==> config.mk <==
export PLATFORM = sky130hd
export DESIGN_NAME = uart_pkt_parser
export DESIGN_NICKNAME = d
export VERILOG_FILES = /design/src/rtl/uart_pkt_pkg.sv /design/src/rtl/uart_pkt_buf.sv /design/src/rtl/uart_pkt_parser.sv
export SDC_FILE = /design/constraint.sdc
export NUM_CORES = 1
export LEC_CHECK = 0
export CORE_MARGIN = 1.5
export CORE_UTILIZATION = 45
export CTS_CLUSTER_SIZE = 30
export DETAILED_ROUTE_END_ITERATION = 8
export PLACE_DENSITY = 0.73
export SLEW_MARGIN = 20
export SYNTH_ARGS = -nofsm -noshare
export SYNTH_HDL_FRONTEND = slang
export SYNTH_SLANG_ARGS = --single-unit
export TNS_END_PERCENT = 100
==> constraint.sdc <==
create_clock -name clk -period 2.6 [get_ports clk]
set_clock_uncertainty 0.15 [all_clocks]
set_input_delay 0.39 -clock clk [delete_from_list [all_inputs] [get_ports clk]]
set_output_delay 0.39 -clock clk [all_outputs]
set_load 0.005 [all_outputs]
==> src/rtl/uart_pkt_pkg.sv <==
// rtl/uart_pkt_pkg.sv - shared states, error codes and defaults for the UART packet parser
package uart_pkt_pkg;

  typedef enum logic [2:0] {
    ST_IDLE,
    ST_LEN,
    ST_PAYLOAD,
    ST_CHK,
    ST_DRAIN
  } state_t;

  localparam logic [1:0] ERR_LEN = 2'b01;
  localparam logic [1:0] ERR_CHK = 2'b10;
  localparam logic [1:0] ERR_TMO = 2'b11;

  localparam logic [7:0] SOF_DEFAULT = 8'hA5;

endpackage

==> src/rtl/uart_pkt_buf.sv <==
// rtl/uart_pkt_buf.sv - payload byte store, synchronous write, combinational read
module uart_pkt_buf #(
  parameter int DEPTH = 16,
  parameter int AW    = 4
) (
  input  logic          clk,
  input  logic          we,
  input  logic [AW-1:0] waddr,
  input  logic [7:0]    wdata,
  input  logic [AW-1:0] raddr,
  output logic [7:0]    rdata
);

  logic [7:0] mem [DEPTH];

  always_ff @(posedge clk) begin
    if (we) mem[waddr] <= wdata;
  end

  assign rdata = mem[raddr];

endmodule

==> src/rtl/uart_pkt_parser.sv <==
// rtl/uart_pkt_parser.sv - SOF/length/XOR-checksum framer that replays good payloads on a valid/ready stream
// Optional inter-byte timeout is built when UART_PKT_TIMEOUT_EN is defined.
module uart_pkt_parser
  import uart_pkt_pkg::*;
#(
  parameter int         MAX_LEN      = 16,
  parameter logic [7:0] SOF          = SOF_DEFAULT,
  parameter int         TIMEOUT_CLKS = 8680
) (
  input  logic       clk,
  input  logic       rst,
  input  logic       rx_dv,
  input  logic [7:0] rx_byte,
  output logic       out_valid,
  output logic [7:0] out_byte,
  output logic       out_last,
  input  logic       out_ready,
  output logic       pkt_ok,
  output logic       pkt_err,
  output logic [1:0] err_code,
  output logic [7:0] drop_cnt,
  output logic       busy
);

  localparam int LW = $clog2(MAX_LEN + 1);
  localparam int AW = (MAX_LEN > 1) ? $clog2(MAX_LEN) : 1;

  if (MAX_LEN < 1 || MAX_LEN > 255 || TIMEOUT_CLKS < 2) begin : g_bad_params
    $error("uart_pkt_parser: parameter out of range");
  end

  state_t        state;
  logic [LW-1:0] len;
  logic [LW-1:0] idx;
  logic [7:0]    chk;
  logic [7:0]    rd_data;
  logic          handshake;
  logic          at_last;
  logic          tmo_hit;

  assign handshake = out_valid && out_ready;
  assign at_last   = (idx == len - LW'(1));

  uart_pkt_buf #(
    .DEPTH (MAX_LEN),
    .AW    (AW)
  ) u_buf (
    .clk   (clk),
    .we    (rx_dv && (state == ST_PAYLOAD)),
    .waddr (idx[AW-1:0]),
    .wdata (rx_byte),
    .raddr (idx[AW-1:0]),
    .rdata (rd_data)
  );

`ifdef UART_PKT_TIMEOUT_EN
  localparam int TW = $clog2(TIMEOUT_CLKS);
  logic [TW-1:0] tmo_cnt;
  logic          in_frame;

  assign in_frame = (state == ST_LEN) || (state == ST_PAYLOAD) || (state == ST_CHK);
  assign tmo_hit  = in_frame && !rx_dv && (tmo_cnt == TW'(TIMEOUT_CLKS - 1));

  always_ff @(posedge clk) begin
    if (rst || !in_frame || rx_dv || tmo_hit) tmo_cnt <= '0;
    else                                      tmo_cnt <= tmo_cnt + TW'(1);
  end
`else
  assign tmo_hit = 1'b0;
`endif

  // Stream outputs come straight from registered state and the stable buffer, so a
  // handshake can advance idx and present the next byte in the very next cycle.
  assign out_valid = (state == ST_DRAIN);
  assign out_byte  = out_valid ? rd_data : 8'h00;
  assign out_last  = out_valid && at_last;
  assign busy      = (state != ST_IDLE);

  always_ff @(posedge clk) begin
    if (rst) begin
      state    <= ST_IDLE;
      len      <= '0;
      idx      <= '0;
      chk      <= '0;
      pkt_ok   <= 1'b0;
      pkt_err  <= 1'b0;
      err_code <= 2'b00;
      drop_cnt <= '0;
    end else begin
      pkt_ok  <= 1'b0;
      pkt_err <= 1'b0;
      case (state)
        ST_IDLE: begin
          if (rx_dv && rx_byte == SOF) state <= ST_LEN;
        end
        ST_LEN: begin
          if (tmo_hit) begin
            pkt_err  <= 1'b1;
            err_code <= ERR_TMO;
            state    <= ST_IDLE;
          end else if (rx_dv) begin
            if (rx_byte == 8'h00 || rx_byte > 8'(MAX_LEN)) begin
              pkt_err  <= 1'b1;
              err_code <= ERR_LEN;
              state    <= ST_IDLE;
            end else begin
              len   <= rx_byte[LW-1:0];
              chk   <= rx_byte;
              idx   <= '0;
              state <= ST_PAYLOAD;
            end
          end
        end
        ST_PAYLOAD: begin
          if (tmo_hit) begin
            pkt_err  <= 1'b1;
            err_code <= ERR_TMO;
            state    <= ST_IDLE;
          end else if (rx_dv) begin
            chk <= chk ^ rx_byte;
            idx <= idx + LW'(1);
            if (idx + LW'(1) == len) state <= ST_CHK;
          end
        end
        ST_CHK: begin
          if (tmo_hit) begin
            pkt_err  <= 1'b1;
            err_code <= ERR_TMO;
            state    <= ST_IDLE;
          end else if (rx_dv) begin
            if (rx_byte == chk) begin
              pkt_ok <= 1'b1;
              idx    <= '0;
              state  <= ST_DRAIN;
            end else begin
              pkt_err  <= 1'b1;
              err_code <= ERR_CHK;
              state    <= ST_IDLE;
            end
          end
        end
        ST_DRAIN: begin
          if (rx_dv && drop_cnt != 8'hFF) drop_cnt <= drop_cnt + 8'd1;
          if (handshake) begin
            if (at_last) state <= ST_IDLE;
            else         idx   <= idx + LW'(1);
          end
        end
        default: state <= ST_IDLE;
      endcase
    end
  end

endmodule

Yosys cells after proc, flatten, opt, wreduce, memory -nomap -nowiden
Memory sizes are Yosys's and may differ from the RTL's. A register that Yosys moved wholly into a read port is not among the register bits.
Cells that the tools add are included.
- output and inout bits: 23
- logic and storage cells: 95
- bits of input ports: 12
- memory bits (writable): 128
- memories: 1
- register bits: 33
- memories (name ; words ; bits a word ; read ports ; clocked after memory_dff ; wr ports ; line ; source):
    u_buf.mem ; 16 ; 8 ; 1 ; 1 ; 1 ; uart_pkt_buf.sv:14 ; logic [7:0] mem [DEPTH];
- bitwise logic cells: 4
- $add $sub $neg: 3
- reductions and logical operators: 19
- muxes and demuxes: 38
- equal/unequal tests: 21
- order comparisons: 1
- operator list (kind ; count):
    2-to-1 mux 5 bit ; 7
    2-to-1 mux 8 bit ; 4
    2-to-1 mux 3 bit ; 8
    one-hot mux 5 bit (4 select lines) ; 1
    != test 2 bit, second input constant ; 9
    one-hot mux 8 bit (2 select lines) ; 1
    one-hot mux 3 bit (5 select lines) ; 1
    == test 5 bit ; 2
    2-to-1 mux 2 bit ; 5
    adder 8 x 1 -> 8 bit, second input constant ; 1
    == test 8 bit ; 1
    == test 8 bit, second input constant ; 1
    > comparator 8 x 5 -> 1 bit, second input constant ; 1
    logical NOT 8 bit ; 1
    2-to-1 mux 4 bit ; 2
    != test 8 bit, second input constant ; 1
    AND reduction 8 bit ; 1
    bitwise XOR 8 bit ; 1
    2-to-1 mux 1 bit ; 7
    AND reduction 7 bit ; 1
    == test 3 x 2 -> 1 bit, second input constant ; 2
    != test 2 x 1 -> 1 bit, second input constant ; 3
    adder 5 x 1 -> 5 bit, second input constant ; 1
    logical AND 1 bit ; 5
    16 further kinds ; 19

Depth between registers and ports, before layout
- depth in word-level cells: 7
- gate-level depth with buffers: 9

Cells and area by module
Synthesis repeated with hierarchy kept, for this count alone.
- cell total of the unflattened synthesis: 470
- area total of the unflattened synthesis: 7101.8 um^2
- by module, submodules not included (module ; sequential area each (um^2) ; cells an instance ; times used ; area each (um^2)):
    uart_pkt_buf ; 3843.7 ; 221 ; 1 ; 4987.3
    uart_pkt_parser ; 660.6 ; 249 ; 1 ; 2114.5

Worst setup path before layout
OpenSTA, ideal clock, no wires.
- path kind: flip-flop to flip-flop
- from: register state[1]
- to: memory u_buf.mem[15][0] (enable)
- stages on the path, launching flop included: 6
- slack: 0.232 ns
- arrival: 1.835 ns
- required time: 2.067 ns
- path through: dfxtp_1 > or2b_1 > or2_1 > buf_2 > clkbuf_1 > nor3_1
- word-level cells in the longest chain between the ends: 4
- ends and longest elaborated chain (item ; line ; source):
    start: declaration ; uart_pkt_parser.sv:32 ; state_t state;
    start signal: assignment ; uart_pkt_parser.sv:81 ; state <= ST_IDLE;
    start signal: assignment ; uart_pkt_parser.sv:94 ; if (rx_dv && rx_byte == SOF) state <= ST_LEN;
    start signal: assignment ; uart_pkt_parser.sv:100 ; state <= ST_IDLE;
    == test 3 x 2 -> 1 bit ; uart_pkt_parser.sv:49 ; .we (rx_dv && (state == ST_PAYLOAD)),
    logical AND 1 bit ; uart_pkt_parser.sv:49 ;
    2-to-1 mux 1 bit ; uart_pkt_buf.sv:17 ; if (we) mem[waddr] <= wdata;
    2-to-1 mux 1 bit (not written as such) ; uart_pkt_buf.sv:17 ;
    end: declaration ; uart_pkt_buf.sv:14 ;
Every way passes these cells.

==> reports/qor.yml <==
finish:
  nNetsFinal: 587
  areaGrowthSynthToFinish_pct: 23.9
  final_area_um2: 8840
  final_cells: 793
  fillers: 1174
  diodes: 0
  drive_gt1_share_pct: 31.1
place:
  detailed_place_hpwl_um: 10500
  pre_cts_ws_ns: -0.192
  placed_area_um2: 8070
  dp_cells: 748
  port_buffers: 34
  globalplace.congestion: 0.843
power_and_ir_drop:
  ir_worst_vdd_mv: 0.472
  clock_power_share_pct: 44.6
  totalPowerFinal_w: 0.00534
  power_density_nw_per_um2: 604
  p_comb_share_pct: 2.3
  netSwitchingFraction_pct: 22.5
  leakage_nw: 2.95
  pwr-share-seq_pct: 53.1
  p_int_w: 0.00414
  p_switching_w: 0.00120
detailed_routing:
  drtIter0Drc: 538
  firstDrtPassIters: 5
  wl_um: 16900
  vias_per_cell: 5.68
  wl_per_cell_um: 21.3
  route.detailed.drc: 0
  postRouteAntennaNets: 0
  dr_total_vias: 4504
yosys:
  synthFlopType: "edfxtp_1"
  synth_edf_count: 128
  ys_seq_elements: 165
  ys_types: 57
  synthCells: 471
  synthArstFlopShare_pct: 0
  synth_nets: 489
  yosysSeqAreaShare_pct: 64.2
  yosysWarnings: 0
  synth.avg_cell_area_um2: 15.2
  netlist_area_um2: 7140
run:
  maxCapViolations: 0
critical_path:
  end_kind: "primary output"
  setup.worst_path.class: "reg2out"
  crit_path_max_fanout: 6
  cp.required_ns: 2.06
  crit_path_start_kind: "register"
  arrival_ns: 2.43
timing:
  setup_violations: 8
  setup_slack_ns: -0.373
  max_freq_mhz: 336
  fin_crit_ns: 2.97
  relSlewSlack_pct: 64.2
  fin_crit_sh_pct: 114
  finalHoldViolCount: 0
  tightest_slew_ns: 0.536
  grt_setup_unrepaired: "yes"
  drv_slew: 0
floorplan:
  die_height_um: 129
  coreArea_um2: 15400
  boundaryPins: 35
  start_util_pct: 46.4
  die_area_um2: 16600
  std_cell_rows: 45
  die_w_um: 129
grt:
  antenna_found_initial: 0
  grt_max_degree: 33
  grt_pass1_vias: 4521
  gr-usage-all-layers_pct: 21.6
  grt_overflow: 0
  grt_pass1_wl_um: 25600
clocking:
  tritoncts: "built"
  clock_latency_ns: 0.44
  clk_pin_slew_ns: 0.07
  postCtsHoldBufs: 0
  cts.path.max_buffers: 2
  cts_sinks: 165
  h-tree-depth: 4
  root_buffer: "clkbuf_16"
  cts_made_buffers: 17
outcome:
  status: "complete, but fails checks"
  violations: "setup timing"
min_path:
  hp-class: "reg2reg"
[final timing paths]
| path | slack (ns) | startpoint | cells past startpoint | end |
|---|---|---|---|---|
| worst max-delay path | -0.37 | register | 7 | out_byte[5] |
| worst min-delay path | 0.35 | err_code[0] | 2 | err_code[0] |
| worst max register to register | 0.28 | state[1] | 5 | u_buf.mem[1][0] |
| worst min register to register | 0.35 | err_code[0] | 2 | err_code[0] |
[registers in the layout, indices dropped and copies added (netlist names), named ones only]
register,cells
pkt_ok,1
pkt_err,1
state,3
len,5
idx,5
err_code,2
chk,8
u_buf.mem,128
drop_cnt,8
[stage by stage]
stage / utilization (%) / hold slack, ns / setup TNS, ns
after floorplan: - / 0.319 / 0
after global placement: 52.5 / 0.332 / -1.27
after detailed placement: 52.5 / 0.339 / -2.45
after CTS: 57.4 / 0.354 / -2.46
after global routing: 57.5 / 0.367 / -3.03
final: 57.5 / 0.352 / -2.59
[area by class of cell]
class                   count  area [um^2]  share of cell area [%]
well taps                 211          264                    2.99
inverters                  16         62.6                   0.708
clock inverters            15          136                    1.54
multi-input cells         265         2380                    26.9
repair buffers            104          980                    11.1
clock buffers              17          425                    4.81
flip-flops and latches    165         4590                    51.9
[logic make-up (layout without fill, tap and decap cells)]
group | after synthesis | in the layout | synth area share (%)
xor gates and xnor gates | 23 | 23 | 2.93
DFF | 165 | 165 | 64.2
AOI/OAI and AO/OA | 63 | 63 | 6.50
adders and majority gates | 6 | 6 | 1.05
and+or+nand+nor | 132 | 132 | 9.70
muxes | 41 | 41 | 12.8
buffers and inverters | 41 | 152 | 2.82
[routing by layer]
| metal | wire, um | up-vias | track usage [%] |
|---|---|---|---|
| li1 | - | 2018 | - |
| met1 | 6640 | 2257 | 26.3 |
| met2 | 8600 | 192 | 36.6 |
| met3 | 1140 | 37 | 5.20 |
| met4 | 479 | 0 | 9.39 |
| met5 | 0 | - | 0 |
[layout by cell type (no fill, tap or decap), types with 4 or more instances in the layout]
master / synthesis / final
inv_1: 14 / 13
o21ai_0: 11 / 11
nand2_1: 21 / 21
and2_1: 10 / 5
xor2_1: 8 / 8
o41ai_1: 4 / 4
and2_4: 0 / 5
dfxtp_1: 37 / 34
nor3_1: 8 / 8
o311ai_1: 5 / 5
inv_6: 0 / 4
mux4_2: 40 / 40
clkdlybuf4s50_1: 0 / 25
o21ai_1: 6 / 6
nor2_1: 45 / 44
buf_4: 5 / 56
buf_12: 0 / 6
ha_1: 6 / 5
nand4_1: 9 / 9
inv_8: 0 / 4
xnor2_1: 14 / 14
buf_6: 3 / 13
edfxtp_1: 128 / 128
nand3_1: 14 / 14
a21oi_1: 18 / 18
clkbuf_16: 0 / 17
[worst max-delay path, stage by stage (launching register included)]
cell and delay [ns]:
dfxtp_4 0.37, buf_12 0.11, buf_12 0.11, buf_12 0.12, mux4_2 0.50, mux4_2 0.52, and2_4 0.17, buf_6 0.11
[cells in the mapped netlist (all sizes together), types with 10 or more instances]
cell type  number  area, um^2
nand3          15        87.6
and2           10        62.6
inv            16        60.1
mux4           40         901
edfxtp        128        3840
dfxtp          37         741
buf            17         111
nor2           46         175
xnor2          14         123
o21ai          17        85.1
nand2          21        78.8
a21oi          18        90.1
[power groups by stage]
stage          combinational [W]  sequential (W)  clock [W]
3_5_place_dp            0.000122         0.00289          0
6_report                0.000122         0.00283    0.00238
3_3_place_gp            0.000116         0.00289          0
5_1_grt                 0.000131         0.00283    0.00252
4_1_cts                 0.000122         0.00283    0.00241
2_1_floorplan          0.0000379         0.00289          0
[timing repair]
action / CTS / global route
cloned: 2 / 0
pin swaps: 6 / 5
resized for setup: 60 / 5
setup endpoints to repair: 9 / 10
setup buffers: 9 / 4
Note: power is estimated with default switching activity, not from simulation.
